[src/rtl/injection_pkg.sv]
// -----------------------------------------------------------------------------
// injection_pkg
// Shared types and constants for the injection_monitor block.
//   state_t        per-channel FSM state (IDLE / ARM / ACTIVE), 2-bit encoding
//   hold_cnt_w()   width of the per-channel hold counter for a given HOLD
//   *_RST          reset values for the registered state
// -----------------------------------------------------------------------------
package injection_pkg;

  typedef enum logic [1:0] {
    IDLE   = 2'd0,
    ARM    = 2'd1,
    ACTIVE = 2'd2
  } state_t;

  localparam state_t ST_RST     = IDLE;
  localparam logic   STICKY_RST = 1'b0;

  // Counter must represent 0..HOLD, hence clog2(HOLD+1); never narrower than 1.
  function automatic int hold_cnt_w(input int hold);
    return (hold <= 1) ? 1 : $clog2(hold + 1);
  endfunction

endpackage : injection_pkg

[src/rtl/injection_channel.sv]
// -----------------------------------------------------------------------------
// injection_channel
// One trigger-qualification channel: the output asserts only after the
// trigger has been sampled high on HOLD consecutive rising edges.
//
// Parameters
//   HOLD     consecutive trigger samples required before assert (>=1)
// Ports
//   clk      clock, rising edge
//   rst      synchronous, active-high reset
//   i_trig   combinational trigger condition for this channel
//   o_y      1 while the FSM is in ACTIVE (decoded from the state register)
//   o_evt    1 in the cycle whose rising edge moves the FSM into ACTIVE
// -----------------------------------------------------------------------------
module injection_channel
  import injection_pkg::*;
#(
  parameter int HOLD = 1
) (
  input  logic clk,
  input  logic rst,
  input  logic i_trig,
  output logic o_y,
  output logic o_evt
);

  localparam int CW = hold_cnt_w(HOLD);

  state_t          r_state;
  state_t          w_state_nxt;
  logic [CW-1:0]   r_cnt;
  logic [CW-1:0]   w_cnt_nxt;

  // State register.
  // NOTE: sequential state uses non-blocking assignments so every register
  // samples the pre-edge values, independent of statement order.
  always_ff @(posedge clk) begin
    if (rst) begin
      r_state <= ST_RST;
      r_cnt   <= '0;
    end else begin
      r_state <= w_state_nxt;
      r_cnt   <= w_cnt_nxt;
    end
  end

  // Next-state logic.
  // NOTE: every output of this block gets a default first, so no path can
  // leave a signal unassigned and infer a latch.
  always_comb begin
    w_state_nxt = r_state;
    w_cnt_nxt   = r_cnt;
    unique case (r_state)
      IDLE: begin
        if (i_trig) begin
          if (HOLD == 1) begin
            w_state_nxt = ACTIVE;
            w_cnt_nxt   = '0;
          end else begin
            w_state_nxt = ARM;
            w_cnt_nxt   = CW'(1);
          end
        end else begin
          w_cnt_nxt = '0;
        end
      end
      ARM: begin
        if (i_trig) begin
          // Compare one bit wider so cnt+1 cannot wrap before reaching HOLD.
          if ((CW+1)'(r_cnt) + (CW+1)'(1) == (CW+1)'(HOLD)) begin
            w_state_nxt = ACTIVE;
            w_cnt_nxt   = '0;
          end else begin
            w_cnt_nxt = r_cnt + CW'(1);
          end
        end else begin
          // Any gap breaks the streak; counting restarts from scratch.
          w_state_nxt = IDLE;
          w_cnt_nxt   = '0;
        end
      end
      ACTIVE: begin
        if (!i_trig) begin
          w_state_nxt = IDLE;
          w_cnt_nxt   = '0;
        end
      end
      default: begin
        w_state_nxt = IDLE;
        w_cnt_nxt   = '0;
      end
    endcase
  end

  // Output decode: y follows the registered state only; the event flags the
  // edge that will enter ACTIVE so the top can book it on that same edge.
  always_comb begin
    o_y   = (r_state == ACTIVE);
    o_evt = (w_state_nxt == ACTIVE) && (r_state != ACTIVE);
  end

endmodule : injection_channel

[src/rtl/injection_monitor.sv]
// -----------------------------------------------------------------------------
// injection_monitor
// Multi-channel condition monitor. Each channel qualifies trig = (a|b)&c for
// HOLD consecutive cycles before asserting y. A sticky per-channel flag and a
// saturating global count of assert events expose both glitches and
// persistent faults.
//
// Build option: define FAULT_INJECT_EN to add inj_mask/inj_val, which
// override y combinationally per channel without disturbing the FSMs,
// sticky flags or event count.
//
// Parameters
//   NCH       number of channels (>=1)
//   HOLD      consecutive trigger cycles before assert (>=1)
//   EW        event counter width
// Ports
//   clk       clock, rising edge
//   rst       synchronous, active-high reset (priority over clr and trig)
//   a, b      per-channel OR terms
//   c         per-channel qualifier
//   clr       clear sticky flags and event count (same-cycle events survive)
//   y         per-channel asserted output
//   sticky    per-channel "has asserted since last clr/rst"
//   evt_cnt   saturating count of assert events
//   inj_mask  per-channel override enable   (FAULT_INJECT_EN only)
//   inj_val   per-channel override value    (FAULT_INJECT_EN only)
// -----------------------------------------------------------------------------
module injection_monitor
  import injection_pkg::*;
#(
  parameter int NCH  = 2,
  parameter int HOLD = 1,
  parameter int EW   = 8
) (
  input  logic           clk,
  input  logic           rst,
  input  logic [NCH-1:0] a,
  input  logic [NCH-1:0] b,
  input  logic [NCH-1:0] c,
  input  logic           clr,
  output logic [NCH-1:0] y,
  output logic [NCH-1:0] sticky,
  output logic [EW-1:0]  evt_cnt
`ifdef FAULT_INJECT_EN
  ,
  input  logic [NCH-1:0] inj_mask,
  input  logic [NCH-1:0] inj_val
`endif
);

  localparam int PW = $clog2(NCH + 1);
  localparam int SW = EW + PW + 1;
  localparam logic [EW-1:0] CNT_MAX = '1;

  logic [NCH-1:0] w_trig;
  logic [NCH-1:0] w_fsm_y;
  logic [NCH-1:0] w_evt;
  logic [PW-1:0]  w_pop;
  logic [SW-1:0]  w_sum;
  logic [EW-1:0]  w_cnt_nxt;
  logic [NCH-1:0] r_sticky;
  logic [EW-1:0]  r_evt_cnt;

  assign w_trig = (a | b) & c;

  for (genvar g = 0; g < NCH; g++) begin : g_ch
    injection_channel #(
      .HOLD (HOLD)
    ) u_ch (
      .clk    (clk),
      .rst    (rst),
      .i_trig (w_trig[g]),
      .o_y    (w_fsm_y[g]),
      .o_evt  (w_evt[g])
    );
  end

  // Popcount of this cycle's events, added to the count (or to zero on clr)
  // in a wider sum so saturation can be detected without wrap.
  always_comb begin
    w_pop = '0;
    for (int i = 0; i < NCH; i++) begin
      w_pop = w_pop + PW'(w_evt[i]);
    end
    w_sum     = (clr ? '0 : SW'(r_evt_cnt)) + SW'(w_pop);
    w_cnt_nxt = (w_sum > SW'(CNT_MAX)) ? CNT_MAX : w_sum[EW-1:0];
  end

  always_ff @(posedge clk) begin
    if (rst) begin
      r_sticky  <= {NCH{STICKY_RST}};
      r_evt_cnt <= '0;
    end else begin
      // clr wipes old history but keeps events landing on the same edge.
      r_sticky  <= clr ? w_evt : (r_sticky | w_evt);
      r_evt_cnt <= w_cnt_nxt;
    end
  end

  assign sticky  = r_sticky;
  assign evt_cnt = r_evt_cnt;

`ifdef FAULT_INJECT_EN
  assign y = (w_fsm_y & ~inj_mask) | (inj_val & inj_mask);
`else
  assign y = w_fsm_y;
`endif

endmodule : injection_monitor
[config.mk]
export PLATFORM = sky130hd
export DESIGN_NAME = injection_monitor
export DESIGN_NICKNAME = d
export VERILOG_FILES = /design/src/rtl/injection_pkg.sv /design/src/rtl/injection_channel.sv /design/src/rtl/injection_monitor.sv
export SDC_FILE = /design/constraint.sdc
export NUM_CORES = 1
export LEC_CHECK = 0
export BUFFER_PORTS_ARGS = -buffer_cell sky130_fd_sc_hd__buf_2
export CAP_MARGIN = 25
export CORE_UTILIZATION = 35
export DETAILED_ROUTE_END_ITERATION = 12
export PLACE_DENSITY_LB_ADDON = 0.12
export SLEW_MARGIN = 40
export SYNTH_ARGS = -nofsm -noshare
export SYNTH_HDL_FRONTEND = slang
export SYNTH_HIERARCHICAL = 1
export SYNTH_SLANG_ARGS = --single-unit
[constraint.sdc]
create_clock -name clk -period 3.43 [get_ports clk]
set_input_delay 0.1715 -clock clk [delete_from_list [all_inputs] [get_ports clk]]
set_output_delay 0.1715 -clock clk [all_outputs]
set_load 0.005 [all_outputs]
==> flow_metrics.env, run 1 <==
export IMPL_outcome="completed"
export IMPL_dieArea_um2=2000
export IMPL_final_antenna_net_count=0
export IMPL_die_y_um=44.7
export IMPL_ys_types=28
export IMPL_core_area_um2=1730
export IMPL_finalCritPeriodShare_pct=52.4
export IMPL_avgSynthCellArea_um2=9.40
export IMPL_synth_area_leaders="dfxtp_1 (44%), a21oi_1 (4.7%), and4_1 (4.1%)"
export IMPL_setup_tns_ns=0
export IMPL_vdd_drop_max_v=0.000348
export IMPL_drt_initial_drc_count=6
export IMPL_synth_edff_count=0
export IMPL_cts_root_buf="clkbuf_4"
export IMPL_rsz0062_at_grt="no"
export IMPL_drt_total_wl_mm=1.25
export IMPL_place_congestion=0.863
export IMPL_dieWidth_um=44.7
export IMPL_io_pins=21
export IMPL_hpwl_um=961
export IMPL_clkSinkCount=14
export IMPL_clk_latency_ns=0.28
export IMPL_cts_buffers=3
export IMPL_switching_share_pct=22.0
export IMPL_leakage_nw=0.364
export IMPL_antenna_cells=0
export IMPL_critical_path_arrival_ns=1.97
export IMPL_grt_max_degree=11
export IMPL_post_cts_buffers=0
export IMPL_syn_area_um2=639
export IMPL_startpoint_type="flip-flop"
export IMPL_syn_inst=68
export IMPL_fin_cells=116
export IMPL_drive_gt1_share_pct=30.8
export IMPL_start_util_pct=37.0
export IMPL_wire_per_inst_um=10.8
export IMPL_clkTransAtPathRegs_ns=0.08
export IMPL_max_cap_viol_count=0
export IMPL_p_switching_uw=70.7
export IMPL_yosysSeqAreaShare_pct=43.8
export IMPL_endpoint_kind="flip-flop"
export IMPL_hp_class="input port to flip-flop"
export IMPL_timing_fmax_mhz=557
export IMPL_via_count=578
export IMPL_cts_path_max_buffers=2
export IMPL_htreeDepth=1
export IMPL_drc=0
export IMPL_ys_dominant_reg_cell="dfxtp_1"
export IMPL_holdBufCountCts=0
export IMPL_cts_tree="yes"
export IMPL_synth_top_area_cell="dfxtp_1"
export IMPL_grt_first_pass_wirelength_mm=2.07
export IMPL_p_int_uw=251
export IMPL_power_density_nw_per_um2=401
export IMPL_syn_num_nets=79
export IMPL_cts_repair_resized=0
export IMPL_async_reset_ff_share_pct=0
export IMPL_hold_viol=0
export IMPL_io_buffers=20
export IMPL_post_route_min_period_ns=1.80
export IMPL_rows=15
export IMPL_yosysTopAreaCellShare_pct=43.8
export IMPL_worst_clock_skew_ns=0.00173
export IMPL_path_class="flip-flop to flip-flop"
export IMPL_placedCellCount=112
export IMPL_grt_pass1_vias=498
export IMPL_synth_seq_cells=14
export IMPL_finalMaxSlewViolations=0
export IMPL_final_nets=103
export IMPL_antenna_found_initial=0
export IMPL_synth_common_cells="dfxtp_1 (14), a21oi_1 (6), nor2_1 (6)"
export IMPL_finalSetupViolations=0
export IMPL_yosys_warnings=6
export IMPL_firstDrtPassIters=4
export IMPL_path_max_fanout=6
export IMPL_p_comb_share_pct=10.2
export IMPL_avgViaCountPerCell=4.98
export IMPL_syn_to_final_growth_pct=25.4
export IMPL_p_seq_share_pct=54.1
export IMPL_yosysMostFrequentCell="dfxtp_1"
export IMPL_grt_remaining_overflow=0
export IMPL_cp_data_required_time_ns=3.61
export IMPL_track_usage_pct=14.4
export IMPL_clockPowerShare_pct=35.7
power by group through the flow:
| stage | Clock (mW) | Sequential (mW) | Combinational [mW] |
|---|---|---|---|
| 2_1_floorplan | 0 | 0.177 | 0.0179 |
| 3_3_place_gp | 0 | 0.178 | 0.0326 |
| 3_5_place_dp | 0 | 0.178 | 0.0326 |
| 4_1_cts | 0.118 | 0.174 | 0.0331 |
| 5_1_grt | 0.125 | 0.175 | 0.0372 |
| 6_report | 0.115 | 0.174 | 0.0327 |
metal layers:
| layer | up-vias | routed length [µm] | GRT usage (%) |
|---|---|---|---|
| li1 | 298 | - | - |
| met1 | 264 | 607 | 18.5 |
| met2 | 14 | 547 | 21.5 |
| met3 | 2 | 81 | 7.60 |
| met4 | 0 | 14 | 3.64 |
| met5 | - | 0 | 0 |
stage by stage:
step                hold WS (ns)  setup slack (ns)  utilization (%)  power [mW]  cell area [µm²]
finish                     0.153              1.63             46.4       0.321              802
CTS                        0.144              1.63             46.4       0.325              802
global placement           0.439              1.52             44.3       0.210              766
floorplan                  0.236              1.71                -       0.195              639
global route               0.158              1.45             46.4       0.337              802
detailed placement         0.441              1.47             44.3       0.210              766
registers in the layout, indices dropped and copies added (netlist names):
| signal | count |
|---|---|
| g_ch.u_ch/r_state | 4 |
| evt_cnt | 8 |
| sticky | 2 |
final timing paths:
check	from	cells past startpoint	end	slack, ns
worst max register to register	g_ch[0].u_ch/r_state[1]	6	evt_cnt[5]	1.63
worst min register to register	g_ch[1].u_ch/r_state[0]	1	g_ch[1].u_ch/r_state[1]	0.45
worst min-delay path	clr	2	evt_cnt[3]	0.15
worst max-delay path	g_ch[0].u_ch/r_state[1]	6	evt_cnt[5]	1.63
worst max-delay path, cell delays in order (launching register included):
cell and delay [ns]:
dfxtp_1 0.37, nor2_1 0.09, fa_1 0.50, ha_1 0.28, nand3_1 0.16, o2111ai_1 0.11
and3b_1 0.19
cells in the final DEF, fill, tap and decap left out:
| cell | count |
|---|---|
| a21boi_1 | 1 |
| a311oi_1 | 1 |
| nand2_1 | 2 |
| nor2_1 | 6 |
| clkbuf_4 | 3 |
| nor2b_1 | 4 |
| a31oi_1 | 3 |
| nor4_1 | 1 |
| and3_1 | 1 |
| a211o_1 | 1 |
| o2111ai_1 | 1 |
| o21ai_0 | 2 |
| nand4b_1 | 1 |
| o21ba_2 | 2 |
| mux2i_1 | 1 |
| conb_1 | 2 |
| a211oi_2 | 2 |
| nand4_1 | 3 |
| ha_1 | 1 |
| inv_1 | 3 |
| fa_1 | 1 |
| o21a_1 | 2 |
| clkbuf_8 | 1 |
| nor3_1 | 1 |
| nand3_1 | 1 |
| buf_2 | 20 |
| and3b_1 | 1 |
| a21oi_1 | 6 |
| dfxtp_1 | 14 |
| and4_1 | 3 |
final cells by class:
cell class | instances | area (µm²)
multi-input combinational | 50 | 343
tap | 25 | 31.3
timing repair buffer | 20 | 100
clock buffer | 4 | 36.3
inverter | 3 | 11.3
fill | 184 | 925
sequential | 14 | 280
kinds of logic after synthesis:
kind of cell	count (synthesis)	synth area share, %
compound gates	21	23.9
mux	1	1.57
other cells	2	1.17
buf+inv	4	2.54
flops	14	43.8
fa+ha+maj	2	5.09
simple gates	24	21.9
(Power assumes the default switching activity.)
==> inputs of run 2 (changes only) <==
==> constraint.sdc (replaced) <==
create_clock -name clk -period 1.6 [get_ports clk]
set_input_delay 0.08 -clock clk [delete_from_list [all_inputs] [get_ports clk]]
set_output_delay 0.08 -clock clk [all_outputs]
set_load 0.005 [all_outputs]
==> flow_metrics.env, run 2 (same netlist as run 1, synthesis figures left out) <==
export IMPL_clk_latency_ns=0.27
export IMPL_place_congestion=0.860
export IMPL_max_cap_viol_count=0
export IMPL_endpoint_kind="flip-flop"
export IMPL_path_max_fanout=4
export IMPL_post_route_min_period_ns=1.57
export IMPL_antenna_found_initial=0
export IMPL_clkSinkCount=14
export IMPL_num_fill_cells=167
export IMPL_post_cts_buffers=0
export IMPL_via_count=586
export IMPL_placedCellCount=120
export IMPL_clkTransAtPathRegs_ns=0.08
export IMPL_start_util_pct=37.0
export IMPL_routed_wl_met3_um=50
export IMPL_cts_buffers=3
export IMPL_final_antenna_net_count=0
export IMPL_worst_clock_skew_ns=0.00479
export IMPL_fin_cells=123
export IMPL_rows=15
export IMPL_grt_remaining_overflow=0
export IMPL_holdWs_ns=0.0924
export IMPL_cts_tree="yes"
export IMPL_hp_class="input port to flip-flop"
export IMPL_final_util_pct=52.0
export IMPL_largest_register_ffs=8
export IMPL_final_nets=111
export IMPL_grt_max_degree=11
export IMPL_dieArea_um2=2000
export IMPL_startpoint_type="flip-flop"
export IMPL_cts_root_buf="clkbuf_4"
export IMPL_finalMaxSlewViolations=0
export IMPL_vdd_drop_max_v=0.000602
export IMPL_firstDrtPassIters=4
export IMPL_final_common_cell="buf_2"
export IMPL_dr_max_layer_used="met4"
export IMPL_cts_path_max_buffers=2
export IMPL_wl_met2_um=556
export IMPL_io_buffers=20
export IMPL_dieWidth_um=44.7
export IMPL_track_usage_pct=15.1
export IMPL_critical_path_arrival_ns=1.73
export IMPL_path_class="flip-flop to flip-flop"
export IMPL_die_y_um=44.7
export IMPL_hpwl_mm=1.00
export IMPL_grt_pass1_vias=508
export IMPL_antenna_cells=0
export IMPL_syn_to_final_growth_pct=40.3
export IMPL_setup_tns_ns=0
export IMPL_htreeDepth=1
export IMPL_timing_fmax_mhz=637
export IMPL_avgViaCountPerCell=4.76
export IMPL_rsz0062_at_grt="yes"
export IMPL_finalCritPeriodShare_pct=98.2
export IMPL_leakage_nw=0.396
export IMPL_cp_data_required_time_ns=1.76
export IMPL_final_cell_mix="buf_2 (20), dfxtp_1 (11), buf_4 (8)"
export IMPL_power_density_nw_per_um2=735
export IMPL_outcome="completed"
export IMPL_wire_per_inst_um=11.1
export IMPL_grt_first_pass_wirelength_mm=2.26
export IMPL_drc=0
export IMPL_drt_initial_drc_count=9
export IMPL_io_pins=21
export IMPL_finalSetupViolations=0
export IMPL_holdBufCountCts=0
export IMPL_drt_total_wl_mm=1.36
export IMPL_hold_viol=0
export IMPL_wl_met1_um=740
export IMPL_core_area_um2=1730
export IMPL_drive_gt1_share_pct=45.9
## run 2: cell types whose count changed in the layout (fill, tap and decap cells not counted), sizes merged
cell    previous run  this run
buf               20        28
clkbuf             4         3
## run 2: per-stage QoR
step	total power [mW]	setup slack, ns	instance area, µm²
floorplan	0.420	0.0493	644
global placement	0.466	0.00334	831
detailed placement	0.467	-0.0228	831
CTS	0.660	0.00920	863
global route	0.698	-0.00945	897
finish	0.659	0.0294	897
## run 2: critical path, cell delays in order, from the launching register on
cell	delay, ns
dfxtp_2	0.33
nor2b_2	0.15
fa_2	0.36
buf_4	0.16
and4_1	0.16
a21oi_1	0.13
and3b_1	0.18
## run 2: metal layers
layer | up-vias | GRT usage [%]
met2 | 12 | 20.3
met5 | - | 0
met3 | 2 | 3.60
met4 | 0 | 5.45
li1 | 313 | -
met1 | 259 | 23.2
## run 2: power breakdown
part	switching (mW)	internal (mW)
combinational	0.0429	0.0524
clock	0.104	0.0868
sequential	0.00981	0.363
## run 2: final cells by class
type	count	area, µm²	area share [%]
multi-input cells	50	385	43.0
inverters	3	11.3	1.26
clock buffers	3	22.5	2.51
flip-flops and latches	14	287	31.9
well taps	25	31.3	3.49
repair buffers	28	160	17.9
## run 2: what timing repair did
action                     CTS  global route
gates resized for setup      3            10
cloned                       0             0
setup endpoints to repair    4             8
## run 2: worst paths after layout
check | to | slack [ns] | start | cells past startpoint
worst max-delay path | evt_cnt[5] | 0.03 | evt_cnt[0] | 6
worst min-delay path | g_ch[1].u_ch/r_state[1] | 0.09 | rst | 2
worst max register to register | evt_cnt[5] | 0.03 | evt_cnt[0] | 6
worst min register to register | g_ch[1].u_ch/r_state[1] | 0.44 | g_ch[1].u_ch/r_state[0] | 1
